## config.mk

```make
export PLATFORM = sky130hd
export DESIGN_NAME = sprite_draw_ctrl
export DESIGN_NICKNAME = d
export VERILOG_FILES = /design/src/rtl/sprite_pkg.sv /design/src/rtl/pixel_scan_counter.sv /design/src/rtl/sprite_draw_ctrl.sv
export SDC_FILE = /design/constraint.sdc
export NUM_CORES = 1
export LEC_CHECK = 0
export CAP_MARGIN = 15
export CORE_MARGIN = 10
export CORE_UTILIZATION = 44
export CTS_CLUSTER_SIZE = 16
export DETAILED_ROUTE_END_ITERATION = 10
export PLACE_DENSITY = 0.75
export SYNTH_ARGS = -nofsm -noshare
export SYNTH_HDL_FRONTEND = slang
export SYNTH_SLANG_ARGS = --single-unit
```

## constraint.sdc

```tcl
create_clock -name clock -period 1.26 [get_ports clock]
set_input_delay 0.189 -clock clock [delete_from_list [all_inputs] [get_ports clock]]
set_output_delay 0.189 -clock clock [all_outputs]
set_load 0.01 [all_outputs]
```

## src/rtl/sprite_pkg.sv

```systemverilog
// Shared types and defaults for the sprite move controller.
package sprite_pkg;

  localparam int SCREEN_W_DEF = 160;
  localparam int SCREEN_H_DEF = 120;

  typedef enum logic [2:0] {
    ST_IDLE,
    ST_ERASE,
    ST_LOAD,
    ST_DRAW,
    ST_DONE
  } state_e;

  // Unsigned 8-bit min, keeps the sprite's far edge on screen.
  function automatic logic [7:0] clamp8(input logic [7:0] v, input logic [7:0] lim);
    return (v > lim) ? lim : v;
  endfunction

endpackage

```

## src/rtl/pixel_scan_counter.sv

```systemverilog
// Raster scan of a SIZE x SIZE block: dx fastest, dy slowest, wraps to (0,0) after the last pixel.
module pixel_scan_counter #(
  parameter int SIZE = 16
) (
  input  logic       clock,
  input  logic       reset,
  input  logic       clear,
  input  logic       enable,
  output logic [3:0] dx,
  output logic [3:0] dy,
  output logic       last
);

  localparam logic [3:0] LAST_IDX = 4'(SIZE - 1);

  logic [3:0] dx_q;
  logic [3:0] dy_q;

  always_ff @(posedge clock) begin
    if (reset || clear) begin
      dx_q <= '0;
      dy_q <= '0;
    end else if (enable) begin
      if (dx_q == LAST_IDX) begin
        dx_q <= '0;
        dy_q <= (dy_q == LAST_IDX) ? 4'd0 : dy_q + 4'd1;
      end else begin
        dx_q <= dx_q + 4'd1;
      end
    end
  end

  assign dx   = dx_q;
  assign dy   = dy_q;
  assign last = (dx_q == LAST_IDX) && (dy_q == LAST_IDX);

endmodule

```

## src/rtl/sprite_draw_ctrl.sv

```systemverilog
// Sprite move controller: erases the old square (if drawn), loads the clamped
// new position and colour, redraws, then pulses done.
module sprite_draw_ctrl
  import sprite_pkg::*;
#(
  parameter int SIZE     = 16,
  parameter int SCREEN_W = SCREEN_W_DEF,
  parameter int SCREEN_H = SCREEN_H_DEF
) (
  input  logic       clock,
  input  logic       reset,
  input  logic       go,
  input  logic [7:0] new_x,
  input  logic [6:0] new_y,
  input  logic [5:0] color_in,
  output logic       ready,
  output logic [7:0] x0,
  output logic [6:0] y0,
  output logic [3:0] dx,
  output logic [3:0] dy,
  output logic [5:0] color,
  output logic       undraw,
  output logic       plot,
  output logic       done
);

  localparam logic [7:0] X_LIM = 8'(SCREEN_W - SIZE);
  localparam logic [7:0] Y_LIM = 8'(SCREEN_H - SIZE);

  state_e     state_q;
  logic       ready_q, plot_q, undraw_q, done_q, drawn_q;
  logic [7:0] x0_q, pend_x_q;
  logic [6:0] y0_q, pend_y_q;
  logic [5:0] color_q, pend_color_q;

  logic scan_en;
  logic scan_last;

  assign scan_en = (state_q == ST_ERASE) || (state_q == ST_DRAW);

  pixel_scan_counter #(.SIZE(SIZE)) u_scan (
    .clock  (clock),
    .reset  (reset),
    .clear  (!scan_en),
    .enable (scan_en),
    .dx     (dx),
    .dy     (dy),
    .last   (scan_last)
  );

  always_ff @(posedge clock) begin
    if (reset) begin
      state_q      <= ST_IDLE;
      ready_q      <= 1'b1;
      plot_q       <= 1'b0;
      undraw_q     <= 1'b0;
      done_q       <= 1'b0;
      drawn_q      <= 1'b0;
      x0_q         <= '0;
      y0_q         <= '0;
      color_q      <= '0;
      pend_x_q     <= '0;
      pend_y_q     <= '0;
      pend_color_q <= '0;
    end else begin
      case (state_q)
        ST_IDLE: begin
          if (go) begin
            pend_x_q     <= clamp8(new_x, X_LIM);
            pend_y_q     <= 7'(clamp8({1'b0, new_y}, Y_LIM));
            pend_color_q <= color_in;
            ready_q      <= 1'b0;
            // Nothing on screen yet means there is nothing to erase.
            state_q      <= drawn_q ? ST_ERASE : ST_LOAD;
            plot_q       <= drawn_q;
            undraw_q     <= drawn_q;
          end
        end
        ST_ERASE: begin
          if (scan_last) begin
            state_q  <= ST_LOAD;
            plot_q   <= 1'b0;
            undraw_q <= 1'b0;
          end
        end
        ST_LOAD: begin
          x0_q    <= pend_x_q;
          y0_q    <= pend_y_q;
          color_q <= pend_color_q;
          plot_q  <= 1'b1;
          state_q <= ST_DRAW;
        end
        ST_DRAW: begin
          if (scan_last) begin
            drawn_q <= 1'b1;
            plot_q  <= 1'b0;
            done_q  <= 1'b1;
            state_q <= ST_DONE;
          end
        end
        ST_DONE: begin
          done_q  <= 1'b0;
          ready_q <= 1'b1;
          state_q <= ST_IDLE;
        end
        default: begin
          state_q  <= ST_IDLE;
          ready_q  <= 1'b1;
          plot_q   <= 1'b0;
          undraw_q <= 1'b0;
          done_q   <= 1'b0;
        end
      endcase
    end
  end

  assign ready  = ready_q;
  assign plot   = plot_q;
  assign undraw = undraw_q;
  assign done   = done_q;
  assign x0     = x0_q;
  assign y0     = y0_q;
  assign color  = color_q;

endmodule

```

==> flow_metrics.env <==
export IMPL_cp_top_family="buffers and inverters"
export IMPL_drt_initial_drc_count=114
export IMPL_synth_top_area_share_pct=50.54
export IMPL_die_height_um=92.26
export IMPL_final_common_cell="nand2_1"
export IMPL_critical_path_buf_inv_count=3
export IMPL_gr_total_overflow=0
export IMPL_p_leak_nw=1.415
export IMPL_die_width_um=92.26
export IMPL_setup_viol=36
export IMPL_worstPathRequired_ns=1.53
export IMPL_antenna_left=0
export IMPL_synth_avg_cell_area_um2=8.604
export IMPL_syn_inst=267
export IMPL_synth_top_cell_by_area="dfxtp_1"
export IMPL_grt_pass1_vias=2085
export IMPL_place_congestion=0.8340
export IMPL_io_buffer_count=56
export IMPL_synth_distinct_cells=42
export IMPL_hold_start="go"
export IMPL_power_density_nw_per_um2=1192
export IMPL_finalCritPeriodShare_pct=106.3
export IMPL_critPathMaxFanout=11
export IMPL_synth_area_um2=2297
export IMPL_yosys_warnings=0
export IMPL_vias=2158
export IMPL_min_path_cells=4
export IMPL_hp_class="input pin to flop"
export IMPL_synthesis_nets=293
export IMPL_layout_nets=382
export IMPL_yosys_top_cells_area="dfxtp_1 51%, nand2_1 13%, a21oi_1 10%, buf_6 2.5%, nand3_1 2.4%"
export IMPL_regToRegSetupSlack_ns=-0.08
export IMPL_tightest_slew_ns=0.3532
export IMPL_utilization_pct=70.14
export IMPL_cp_arrival_ns=1.61
export IMPL_ff2ff_path_depth=6
export IMPL_hold_end="ready"
export IMPL_worstSetupStartpointType="flop"
export IMPL_slew_violations=0
export IMPL_clock_skew_ns=0.005327
export IMPL_fmax_mhz=746.7
export IMPL_cts_root_buf="clkbuf_8"
export IMPL_hpwl_um=4120
export IMPL_dp_cells=406
export IMPL_final_cell_count_no_fill=431
export IMPL_rows=26
export IMPL_crit_path_cell_trace="buf_6, nor4b_4, buf_4, buf_12, nand3b_1, a21oi_2"
export IMPL_grt_max_degree=41
export IMPL_drc=0
export IMPL_cts_buffers_inserted=9
export IMPL_clkSinkCount=58
export IMPL_first_pass_iters=4
export IMPL_cts_tree="built"
export IMPL_antenna_cells=0
export IMPL_wl_um=6410
export IMPL_dieArea_um2=8511
export IMPL_cts_max_level=3
export IMPL_grt_pass1_wl_um=9770
export IMPL_min_period_ns=1.339
export IMPL_clk_pin_slew_ns=0.07
export IMPL_final_cell_mix="76 x nand2_1, 48 x dfxtp_1, 37 x a21oi_1, 29 x dlygate4sd2_1, 27 x buf_4"
export IMPL_maxSlewHeadroom_pct=76.13
export IMPL_ir_worst_vdd_uv=634.9
export IMPL_initial_utilization_pct=45.27
export IMPL_finalHoldViolations=0
export IMPL_synth_edf_count=0
export IMPL_synth_ff_type="dfxtp_1"
export IMPL_cp_slowest_stage_delay_ns=0.33
export IMPL_track_usage_pct=14.26
export IMPL_syn2layout_area_growth_pct=54.96
export IMPL_outcome="finished, violations left"
export IMPL_drive_gt1_share_pct=28.81
export IMPL_antenna_found_initial=0
export IMPL_whs_ns=0.4027
export IMPL_maxCapViolCount=0
export IMPL_ios=57
export IMPL_violations="setup timing"
export IMPL_wire_per_inst_um=14.87
export IMPL_setup_slack_ns=-0.07927
export IMPL_worstSkewPairLatency_ns=0.34
export IMPL_rsz0062_at_grt="yes"
export IMPL_endpoint_kind="flop"
export IMPL_crit_path_top_delay_cell="dfxtp_2"
export IMPL_ys_seq_elements=58
export IMPL_crit_type="flop to flop"
export IMPL_worstReg2RegStart="state_q[2]"
export IMPL_synthArstFlopShare_pct=0
export IMPL_r2r_end="pend_x_q[5]"
export IMPL_core_um2=5075
export IMPL_clk_path_buf_depth=2
export IMPL_seq_area_frac_synth_pct=50.54
export IMPL_routed_via_density=5.007
==> state kept, by name, summed over array words and instances (netlist names) <==
register      flops
pend_x_q          8
x0                8
pend_y_q          7
y0                7
color             6
pend_color_q      6
u_scan.dx         4
u_scan.dy         4
state_q           3
done              1
drawn_q           1
plot              1
ready             1
undraw            1
==> cells by family after synthesis <==
group                    count (synthesis)  share of synthesized area (%)
flip-flops                              58                          50.54
AO/OA/AOI/OAI                           65                          16.61
buffers and inverters                   20                          5.773
AND/OR/NAND/NOR                        120                          25.22
XOR/XNOR                                 2                         0.7627
adder cells (fa/ha/maj)                  2                          1.089
==> worst reg2reg max path: stages, from the launching register on <==
cell	delay, ns
dfxtp_2	0.33
buf_6	0.13
nor4b_4	0.27
buf_4	0.17
buf_12	0.13
nand3b_1	0.11
a21oi_2	0.14
==> layer usage <==
metal | global-route usage (%) | share of wire (%) | vias to the layer above
met2 | 22.47 | 46 | 62
met4 | 7.069 | 2.2 | 0
met5 | 0 | 0 | -
met3 | 5.379 | 5.7 | 16
li1 | - | - | 1094
met1 | 16.63 | 46 | 986
==> cell usage after synthesis, types with 2 or more instances <==
cell / number
ha_1: 2
nor2_1: 6
buf_4: 5
nor3b_2: 2
nand3b_1: 2
dfxtp_1: 58
nor3_1: 2
a32o_1: 2
nand3_1: 11
and3_1: 3
buf_6: 5
a21oi_1: 47
or3_1: 2
clkbuf_1: 5
o211ai_1: 2
inv_1: 4
o21ai_0: 5
nand2_1: 80
==> worst max path at each step <==
stage / startpoint / cells past startpoint / endpoint
2_1_floorplan: u_scan.dx[1] / 4 / u_scan.dy[3]
3_3_place_gp: go / 4 / pend_x_q[4]
3_5_place_dp: go / 4 / pend_x_q[4]
4_1_cts: state_q[2] / 6 / pend_x_q[5]
5_1_grt: state_q[2] / 5 / undraw
6_report: state_q[2] / 6 / pend_x_q[5]
==> power breakdown <==
part	internal (mW)	switching, mW
combinational	0.290	0.275
sequential	1.90	0.0484
clock	1.01	0.721
total	3.20	1.04
==> area by class of cell <==
type / count / area [um2]
Tap cell: 70 / 87.58
Multi-Input combinational cell: 190 / 1179
Timing Repair Buffer: 93 / 893.4
Clock buffer: 11 / 151.4
Clock inverter: 5 / 52.55
Inverter: 4 / 15.01
Sequential cell: 58 / 1181
Fill cell: 417 / 1515
==> what timing repair did <==
action	4_1_cts	5_1_grt
gates cloned	1	2
setup buffers	3	3
gates resized for setup	54	32
setup endpoints to repair	78	52
hold buffers	0	0
pin swaps	30	12
==> metrics by stage <==
step	setup slack, ns	instance area (um2)	TNS (ns)	power [mW]
3_5_place_dp	-0.4223	3136	-10.72	2.470
3_3_place_gp	-0.3812	3136	-9.735	2.460
4_1_cts	-0.08792	3425	-1.198	4.231
6_report	-0.07927	3560	-1.325	4.244
5_1_grt	-0.1609	3560	-3.530	4.401
2_1_floorplan	-0.01517	2325	-0.02354	2.243
No activity file was read; power rests on OpenSTA's default activity.
